==> src/rtl/alu_pkg.sv <==
// Shared opcode constants, FSM state encoding and sizing helpers for seq_alu.
package alu_pkg;

  localparam logic [3:0] OP_AND = 4'b0000;
  localparam logic [3:0] OP_OR  = 4'b0001;
  localparam logic [3:0] OP_ADD = 4'b0010;
  localparam logic [3:0] OP_SUB = 4'b0110;
  localparam logic [3:0] OP_SLT = 4'b0111;
  localparam logic [3:0] OP_NOR = 4'b1100;
  localparam logic [3:0] OP_MUL = 4'b1011;

  typedef enum logic [1:0] {
    IDLE = 2'd0,
    MUL  = 2'd1,
    FIN  = 2'd2
  } state_t;

  function automatic int cnt_width(input int w);
    return $clog2(w + 1);
  endfunction

  function automatic logic op_legal(input logic [3:0] op, input logic mul_en);
    case (op)
      OP_AND, OP_OR, OP_ADD, OP_SUB, OP_SLT, OP_NOR: return 1'b1;
      OP_MUL:                                        return mul_en;
      default:                                       return 1'b0;
    endcase
  endfunction

endpackage

==> src/rtl/alu_core.sv <==
// Combinational WIDTH-bit ALU slice: optional operand inversion, AND/OR/ADD/Less select.
module alu_core
  import alu_pkg::*;
#(
  parameter int WIDTH = 24
) (
  input  logic [WIDTH-1:0] a_i,
  input  logic [WIDTH-1:0] b_i,
  input  logic [3:0]       op_i,
  output logic [WIDTH-1:0] result_o,
  output logic             cout_o,
  output logic             ovf_o
);

  logic [WIDTH-1:0] a_p, b_p;
  logic [WIDTH:0]   sum;
  logic             less;

  always_comb begin
    a_p    = op_i[3] ? ~a_i : a_i;
    b_p    = op_i[2] ? ~b_i : b_i;
    sum    = {1'b0, a_p} + {1'b0, b_p} + {{WIDTH{1'b0}}, op_i[2]};
    cout_o = sum[WIDTH];
    ovf_o  = (a_p[WIDTH-1] == b_p[WIDTH-1]) && (sum[WIDTH-1] != a_p[WIDTH-1]);
    // Sign of the true difference: sum MSB corrected by overflow.
    less   = sum[WIDTH-1] ^ ovf_o;
    case (op_i[1:0])
      2'b00:   result_o = a_p & b_p;
      2'b01:   result_o = a_p | b_p;
      2'b10:   result_o = sum[WIDTH-1:0];
      default: result_o = {{(WIDTH-1){1'b0}}, less};
    endcase
  end

endmodule

==> src/rtl/seq_alu.sv <==
// Sequential ALU: single-cycle logic/arith ops and an iterative shift-add multiply
// that reuses the alu_core adder for partial-sum accumulation.
module seq_alu
  import alu_pkg::*;
#(
  parameter int WIDTH  = 24,
  parameter int MUL_EN = 1
) (
  input  logic             CLK,
  input  logic             RSTn,
  input  logic             START,
  input  logic [3:0]       OP,
  input  logic [WIDTH-1:0] A,
  input  logic [WIDTH-1:0] B,
  output logic [WIDTH-1:0] RESULT,
  output logic             ZERO,
  output logic             COUT,
  output logic             OVF,
  output logic             ILLEGAL,
  output logic             BUSY,
  output logic             DONE
);

  localparam int   CNT_W   = cnt_width(WIDTH);
  localparam logic MUL_ON  = (MUL_EN != 0);

  state_t           state_q;
  logic [WIDTH-1:0] a_q, b_q, hi_q;
  logic [3:0]       op_q;
  logic [CNT_W-1:0] cnt_q;
  logic [WIDTH-1:0] result_q;
  logic             zero_q, cout_q, ovf_q, illegal_q, busy_q, done_q;

  logic [WIDTH-1:0] core_a, core_b, core_res;
  logic [3:0]       core_op;
  logic             core_cout, core_ovf;

  logic [WIDTH-1:0] result_d;
  logic             zero_d, cout_d, ovf_d, illegal_d;

  // In MUL the core accumulates the multiplicand into the high product half
  // whenever the current multiplier LSB (b_q[0]) is set.
  always_comb begin
    core_a  = a_q;
    core_b  = b_q;
    core_op = op_q;
    if (state_q == MUL) begin
      core_a  = hi_q;
      core_b  = b_q[0] ? a_q : '0;
      core_op = OP_ADD;
    end
  end

  alu_core #(.WIDTH(WIDTH)) u_core (
    .a_i      (core_a),
    .b_i      (core_b),
    .op_i     (core_op),
    .result_o (core_res),
    .cout_o   (core_cout),
    .ovf_o    (core_ovf)
  );

  always_comb begin
    result_d  = '0;
    cout_d    = 1'b0;
    ovf_d     = 1'b0;
    illegal_d = 1'b0;
    if (!op_legal(op_q, MUL_ON)) begin
      illegal_d = 1'b1;
    end else if (MUL_ON && op_q == OP_MUL) begin
      result_d = b_q;
      ovf_d    = |hi_q;
    end else begin
      result_d = core_res;
      cout_d   = op_q[1] & core_cout;
      ovf_d    = op_q[1] & core_ovf;
    end
    zero_d = (result_d == '0);
  end

  always_ff @(posedge CLK or negedge RSTn) begin
    if (!RSTn) begin
      state_q   <= IDLE;
      a_q       <= '0;
      b_q       <= '0;
      hi_q      <= '0;
      op_q      <= '0;
      cnt_q     <= '0;
      result_q  <= '0;
      zero_q    <= 1'b0;
      cout_q    <= 1'b0;
      ovf_q     <= 1'b0;
      illegal_q <= 1'b0;
      busy_q    <= 1'b0;
      done_q    <= 1'b0;
    end else begin
      done_q <= 1'b0;
      case (state_q)
        IDLE: begin
          if (START) begin
            a_q     <= A;
            b_q     <= B;
            op_q    <= OP;
            hi_q    <= '0;
            cnt_q   <= '0;
            busy_q  <= 1'b1;
            state_q <= (MUL_ON && OP == OP_MUL) ? MUL : FIN;
          end
        end
        MUL: begin
          // {hi,lo} <= ({carry,sum,lo}) >> 1; b_q doubles as the low product half.
          hi_q  <= {core_cout, core_res[WIDTH-1:1]};
          b_q   <= {core_res[0], b_q[WIDTH-1:1]};
          cnt_q <= cnt_q + CNT_W'(1);
          if (cnt_q == CNT_W'(WIDTH - 1)) state_q <= FIN;
        end
        FIN: begin
          result_q  <= result_d;
          zero_q    <= zero_d;
          cout_q    <= cout_d;
          ovf_q     <= ovf_d;
          illegal_q <= illegal_d;
          done_q    <= 1'b1;
          busy_q    <= 1'b0;
          cnt_q     <= '0;
          state_q   <= IDLE;
        end
        default: begin
          busy_q  <= 1'b0;
          state_q <= IDLE;
        end
      endcase
    end
  end

  assign RESULT  = result_q;
  assign ZERO    = zero_q;
  assign COUT    = cout_q;
  assign OVF     = ovf_q;
  assign ILLEGAL = illegal_q;
  assign BUSY    = busy_q;
  assign DONE    = done_q;

endmodule

==> config.mk <==
export PLATFORM = sky130hd
export DESIGN_NAME = seq_alu
export DESIGN_NICKNAME = d
export VERILOG_FILES = /design/src/rtl/alu_pkg.sv /design/src/rtl/alu_core.sv /design/src/rtl/seq_alu.sv
export SDC_FILE = /design/constraint.sdc
export NUM_CORES = 1
export LEC_CHECK = 0
export ABC_CLOCK_PERIOD_IN_PS = 8100
export CORE_ASPECT_RATIO = 0.5
export CORE_MARGIN = 5
export CORE_UTILIZATION = 45
export CTS_CLUSTER_SIZE = 40
export DETAILED_ROUTE_END_ITERATION = 16
export PLACE_DENSITY = 0.66
export SLEW_MARGIN = 20
export SYNTH_ARGS = -nofsm -noshare
export SYNTH_HDL_FRONTEND = slang
export SYNTH_HIERARCHICAL = 1
export SYNTH_SLANG_ARGS = --single-unit
==> constraint.sdc <==
create_clock -name CLK -period 8.1 [get_ports CLK]
set_clock_uncertainty 0.1 [all_clocks]
set_input_delay 0.81 -clock CLK [delete_from_list [all_inputs] [get_ports CLK]]
set_output_delay 0.81 -clock CLK [all_outputs]
set_load 0.05 [all_outputs]
==> out/qor.yml, run 1 <==
area_delta_synth_final_pct: 19.9
die_w_um: 202
fin_nets: 1137
core_region_area_um2: 18300
crit_path_top_delay_cell: "nor2b_4"
synthTopCellsByArea: "dfrtp_1 (34%), nand2_1 (9.6%), ha_1 (7.4%), xor2_1 (5.9%), mux2i_1 (5.8%)"
synth_seq_area_share_pct: 34.1
path_buf_inv: 2
synth_flop_cell: "dfrtp_1"
final_cells: 1284
crit_chain: "nor2b_4, nor2_2, buf_4, xor2_1, ha_1, nand4_1, or3_1, o41ai_2, nand3_1, a21oi_1, fa_1, inv_1, mux4_2, nor4_1, nand4_1, a22o_1, a22oi_1"
dieArea_um2: 21400
grt_max_degree: 74
mostFrequentLayoutCell: "nand2_1"
leakage_uw: 0.00473
synth_top_cell_area_share_pct: 34.1
period_needed_ns: 5.57
post-cts-setup-buffers: 0
io_pins: 85
cp_data_arrival_time_ns: 5.81
synth_nets: 1081
max_stage_delay_ns: 0.87
grt_pass1_vias: 6988
drv_slew: 0
start_kind: "register"
slew_headroom_pct: 33.0
synth_top_area_cell: "dfrtp_1"
vias: 7425
finalHoldViolations: 0
antenna_found_initial: 0
initial_core_util_pct: 45.5
ant_nets: 0
ys_ff_latch: 113
end_kind: "register"
hold_class: "input pin to async pin"
power.density_nw_per_um2: 427
die_height_um: 106
ys_types: 64
layout_common_cells: "nand2_1 (213), dfrtp_1 (113), clkdlybuf4s50_1 (83), o21ai_0 (63), inv_1 (62)"
netlist_area_um2: 8300
drive_gt1_share_pct: 8.91
rows: 35
critPathTopFamily: "simple AND/OR/NAND/NOR gates"
clk_path_buf_depth: 2
cts_tree: "done"
holdBufCountCts: 0
worstReg2RegStart: "state_q[0]"
vdd_ir_drop_max_mv: 0.192
clk_pin_slew_ns: 0.06
yosys_warnings: 6
crit_path_max_fanout: 42
place_hpwl_mm: 18.5
required_ns: 8.34
crit_type: "register to register"
fmax_ghz: 0.179
n_antenna_cell: 0
dpl.cell_count: 1252
cp_common_cell: "nand4_1"
tns_ns: 0
gp_congestion: 0.941
reg2reg_depth: 17
worst_pin_slew_ns: 0.993
syn_inst: 975
cts_sinks: 113
route.detailed.drc: 0
wire_per_inst_um: 20.0
clock_latency_ns: 0.42
synthArstFlopShare_pct: 100
drt_first_pass_iters: 5
drv_cap: 0
synth_edf_count: 0
cts_buffers: 17
grt-ovfl-total: 0
outcome: "finished, final reports clean"
period_share_pct: 68.8
drt_iter0_drc: 800
viasPerCell: 5.78
port_buffers: 84
postCtsResizedCells: 0
syn_avg_cell_area_um2: 8.52
grt_pass1_wl_mm: 40.8
startpoint: "state_q[0]"
routed_wl_mm: 25.7
h-tree-depth: 4
cts_root_buf: "clkbuf_16"
grt_util_all_layers_pct: 24.1
grt_setup_unrepaired: "no"
final-setup-viol-count: 0
crit_cells: 17
-- where the power goes --
part	internal [µW]	switching, µW
Clock	497	323
Combinational	942	1650
Sequential	697	144
-- cells by family (layout without fill, tap and decap cells) --
family                   Yosys count  in the layout  share of synthesized area [%]
XOR/XNOR                          69             69                           7.50
AO/OA/AOI/OAI                    212            212                           17.3
flip-flops                       113            113                           34.1
AND/OR/NAND/NOR                  329            329                           17.5
multiplexers                      76             76                           9.72
adder cells (fa/ha/maj)           51             51                           7.87
buffers and inverters            125            194                           6.03
-- metrics by stage --
stage | total power [µW] | cell area [µm²] | util (%) | hold slack, ns | setup slack [ns]
final | 4250 | 9960 | 54.5 | 0.273 | 2.53
after global routing | 4530 | 9960 | 54.5 | 0.338 | 2.12
after CTS | 4190 | 9960 | 54.5 | 0.299 | 2.54
after detailed placement | 3360 | 9340 | 51.1 | 0.368 | 2.53
after global placement | 3330 | 9340 | 51.1 | 0.363 | 2.66
after floorplan | 2620 | 8300 | - | 0.383 | 3.08
-- cells in the mapped netlist (3+ instances only) --
| cell type | count |
|---|---|
| nand2_1 | 213 |
| dfrtp_1 | 113 |
| o21ai_0 | 63 |
| inv_1 | 62 |
| xor2_1 | 56 |
| ha_1 | 49 |
| mux2i_1 | 48 |
| clkbuf_1 | 39 |
| nand3_1 | 31 |
| a22o_1 | 27 |
| mux2_2 | 27 |
| a21oi_1 | 25 |
| nor2_1 | 25 |
| o31ai_1 | 22 |
| o22ai_1 | 19 |
| nor4_1 | 16 |
| buf_2 | 13 |
| xnor2_1 | 12 |
| a21o_1 | 10 |
| buf_1 | 8 |
| nand2b_1 | 8 |
| nand4_1 | 7 |
| and2_1 | 6 |
| a211oi_1 | 5 |
| o211ai_1 | 5 |
| a31oi_1 | 4 |
| nor3_1 | 4 |
| or3_1 | 4 |
| and3b_1 | 3 |
| nor2b_1 | 3 |
| o21a_1 | 3 |
| o221ai_1 | 3 |
-- flip-flops by register name, summed over array words and instances, names as in the netlist --
signal   count
hi_q        24
op_q         4
OVF          1
DONE         1
b_q         24
ZERO         1
a_q         24
RESULT      24
BUSY         1
ILLEGAL      1
cnt_q        5
COUT         1
state_q      2
-- final timing paths --
| path | endpoint | slack (ns) |
|---|---|---|
| worst max-delay path | ZERO | 2.53 |
| worst min-delay path | a_q[0] | 0.27 |
| worst max register to register | ZERO | 2.53 |
| worst min register to register | RESULT[22] | 0.38 |
| max in group asynchronous | b_q[12] | 6.30 |
| min in group CLK | RESULT[22] | 0.38 |
-- routing by layer --
metal  GRT usage (%)  wire length (µm)
met5               0                 0
met4            4.84               334
met3            7.50              2840
met2            31.8              9870
met1            37.8             12700
-- layout make-up --
cell class                 count  area (µm²)
clock buffer                  18         439
fill                        1648        8310
inverter                      62         233
tap                          240         300
sequential                   113        2830
multi-input combinational    737        5010
timing repair buffer         100         971
clock inverter                14         179
Note: power is estimated with default switching activity, not from simulation.
==> inputs of run 2 (changes only) <==
--- a/config.mk
+++ b/config.mk
@@ -5,13 +5,13 @@
 export SDC_FILE = /design/constraint.sdc
 export NUM_CORES = 1
 export LEC_CHECK = 0
-export ABC_CLOCK_PERIOD_IN_PS = 8100
+export ABC_CLOCK_PERIOD_IN_PS = 5000
 export CORE_ASPECT_RATIO = 0.5
 export CORE_MARGIN = 5
 export CORE_UTILIZATION = 45
 export CTS_CLUSTER_SIZE = 40
 export DETAILED_ROUTE_END_ITERATION = 16
-export PLACE_DENSITY = 0.66
+export PLACE_DENSITY = 0.68
 export SLEW_MARGIN = 20
 export SYNTH_ARGS = -nofsm -noshare
 export SYNTH_HDL_FRONTEND = slang
==> constraint.sdc (replaced) <==
create_clock -name CLK -period 5 [get_ports CLK]
set_clock_uncertainty 0.1 [all_clocks]
set_input_delay 0.5 -clock CLK [delete_from_list [all_inputs] [get_ports CLK]]
set_output_delay 0.5 -clock CLK [all_outputs]
set_load 0.05 [all_outputs]
==> out/qor.yml, run 2 (synthesis results as in run 1) <==
port_buffers: 84  # unchanged
clk_pin_slew_ns: 0.06  # about the same
worst_pin_slew_ns: 1.02  # was 0.993 ns
routed_wl_mm: 27.1  # was 25.7 mm
fin_nets: 1163  # was 1137
cts_root_buf: "clkbuf_16"  # unchanged
grt-ovfl-total: 0  # unchanged
cts_buffers: 17  # unchanged
io_pins: 85  # unchanged
gp_congestion: 0.981  # was 0.941
grt_pass1_wl_mm: 41.6  # was 40.8 mm
drive_gt1_share_pct: 11.5  # was 8.91%
grt_setup_unrepaired: "no"  # unchanged
clock_latency_ns: 0.42  # about the same
leakage_uw: 0.00488  # was 0.00473 µW
crit_chain: "nand2b_4, buf_4, nand2_1, nand2_1, xor2_1, ha_1, and3b_1, o21ai_0, a21oi_2, o21ai_2, o41ai_2, nand3_1, a21oi_1, fa_1, inv_1, mux4_2, nor4_1, nand4_1, a22o_1, a22oi_1"  # was nor2b_4, nor2_2, buf_4, xor2_1, ha_1, nand4_1, or3_1, o41ai_2, nand3_1, a21oi_1, fa_1, inv_1, mux4_2, nor4_1, nand4_1, a22o_1, a22oi_1
core_region_area_um2: 18300  # unchanged
layout_common_cells: "nand2_1 (213), dfrtp_1 (111), clkdlybuf4s50_1 (83), o21ai_0 (63), inv_1 (62)"  # was nand2_1 (213), dfrtp_1 (113), clkdlybuf4s50_1 (83), o21ai_0 (63), inv_1 (62)
clk_path_buf_depth: 2  # unchanged
final-setup-viol-count: 0  # unchanged
fillers: 1613  # was 1648
mostFrequentLayoutCell: "nand2_1"  # unchanged
grt_max_degree: 74  # unchanged
crit_path_top_delay_cell: "mux4_2"  # was nor2b_4
pre_cts_slack_ns: 0.181  # was 2.53 ns
wire_per_inst_um: 20.7  # was 20.0 µm
period_needed_ns: 4.70  # was 5.57 ns
p_total_uw: 7160  # was 4250 µW
tns_ns: 0  # unchanged
cts_sinks: 113  # unchanged
end_kind: "register"  # unchanged
power.density_nw_per_um2: 703  # was 427 nW/µm²
dieArea_um2: 21400  # unchanged
setup_ws_ns: 0.303  # was 2.53 ns
grt_util_all_layers_pct: 24.7  # was 24.1%
finalHoldViolations: 0  # unchanged
place_hpwl_mm: 19.2  # was 18.5 mm
h-tree-depth: 4  # unchanged
drt_first_pass_iters: 6  # was 5
initial_core_util_pct: 45.5  # unchanged
final_cells: 1310  # was 1284
vias: 7644  # was 7425
rrSetupSlack_ns: 0.30  # was 2.53 ns
finish.utilization_pct: 55.8  # was 54.5%
drv_slew: 0  # unchanged
rows: 35  # unchanged
dpl.cell_count: 1278  # was 1252
seqCellArea_um2: 2830  # about the same
cp_data_arrival_time_ns: 4.93  # was 5.81 ns
period_share_pct: 93.9  # was 68.8%
vdd_ir_drop_max_mv: 0.359  # was 0.192 mV
grt_pass1_vias: 7232  # was 6988
fmax_ghz: 0.213  # was 0.179 GHz
crit_path_max_fanout: 25  # was 42
die_height_um: 106  # unchanged
start_kind: "register"  # unchanged
drt_iter0_drc: 1023  # was 800
area_delta_synth_final_pct: 22.8  # was 19.9%
post-cts-setup-buffers: 0  # unchanged
die_w_um: 202  # unchanged
outcome: "finished, final reports clean"  # unchanged
hold_class: "input pin to async pin"  # unchanged
cts_tree: "done"  # unchanged
required_ns: 5.23  # was 8.34 ns
slew_headroom_pct: 31.8  # was 33.0%
max_stage_delay_ns: 0.50  # was 0.87 ns
multiInputGateArea_um2: 5020  # was 5010 µm²
cp_common_cell: "nand2_1"  # was nand4_1
n_antenna_cell: 0  # unchanged
viasPerCell: 5.84  # was 5.78
crit_type: "register to register"  # unchanged
antenna_found_initial: 0  # unchanged
route.detailed.drc: 0  # unchanged
ant_nets: 0  # unchanged
drv_cap: 0  # unchanged
## run 2: cell types whose count changed in the layout (fill, tap and decap cells not counted), moves of 2 or more
cell / delta
buf_12: +3
buf_4: +22
clkinvlp_4: -3
dfrtp_1: -2
dfrtp_2: +2
## run 2: metrics by stage
stage,hold WS [ns],area [µm²]
finish,0.108,10200
global route,0.192,10200
CTS,0.162,10200
detailed placement,0.367,9570
global placement,0.366,9570
floorplan,0.104,8300
## run 2: layer usage
layer	part of all wire, %	vias to the layer above	global-route usage, %
li1	-	3547	-
met2	40	376	33.9
met5	0	-	0
met3	11	42	7.28
met1	48	3679	38.2
met4	1.1	0	4.60
## run 2: path summary, 6_finish.rpt
kind	from	endpoint	depth (start not counted)
max in group asynchronous	RSTn	RESULT[11]	2
worst min register to register	ILLEGAL	ILLEGAL	2
min in group CLK	ILLEGAL	ILLEGAL	2
worst max-delay path	state_q[1]	ZERO	20
worst max register to register	state_q[1]	ZERO	20
worst min-delay path	RSTn	cnt_q[0]	1
## run 2: report_power, final
group / total [µW] / switching [µW] / leakage, µW / internal (µW)
sequential: 1380 / 247 / 0.00144 / 1130
clock: 1280 / 512 / 0.000299 / 770
combinational: 4500 / 2750 / 0.00314 / 1750
## run 2: repair_timing
action / CTS / global route
setup endpoints to repair: 0 / 1
hold buffers: 0 / 0
resized for setup: 0 / 5
## run 2: final cells by class
cell class                 instances  share of cell area [%]
clock buffer                      19                    4.44
clock inverter                    13                    1.46
inverter                          62                    2.28
multi-input combinational        737                    49.3
sequential                       113                    27.8
tap                              240                    2.95
timing repair buffer             126                    11.8
## run 2: critical path, delay by kind of cell (launching register included)
| family | cells | cell delay, ns |
|---|---|---|
| AO/OA/AOI/OAI | 7 | 1.41 |
| buffers and inverters | 2 | 0.33 |
| flip-flops | 1 | 0.45 |
| XOR/XNOR | 1 | 0.31 |
| AND/OR/NAND/NOR | 7 | 1.08 |
| multiplexers | 1 | 0.50 |
| adder cells (fa/ha/maj) | 2 | 0.42 |
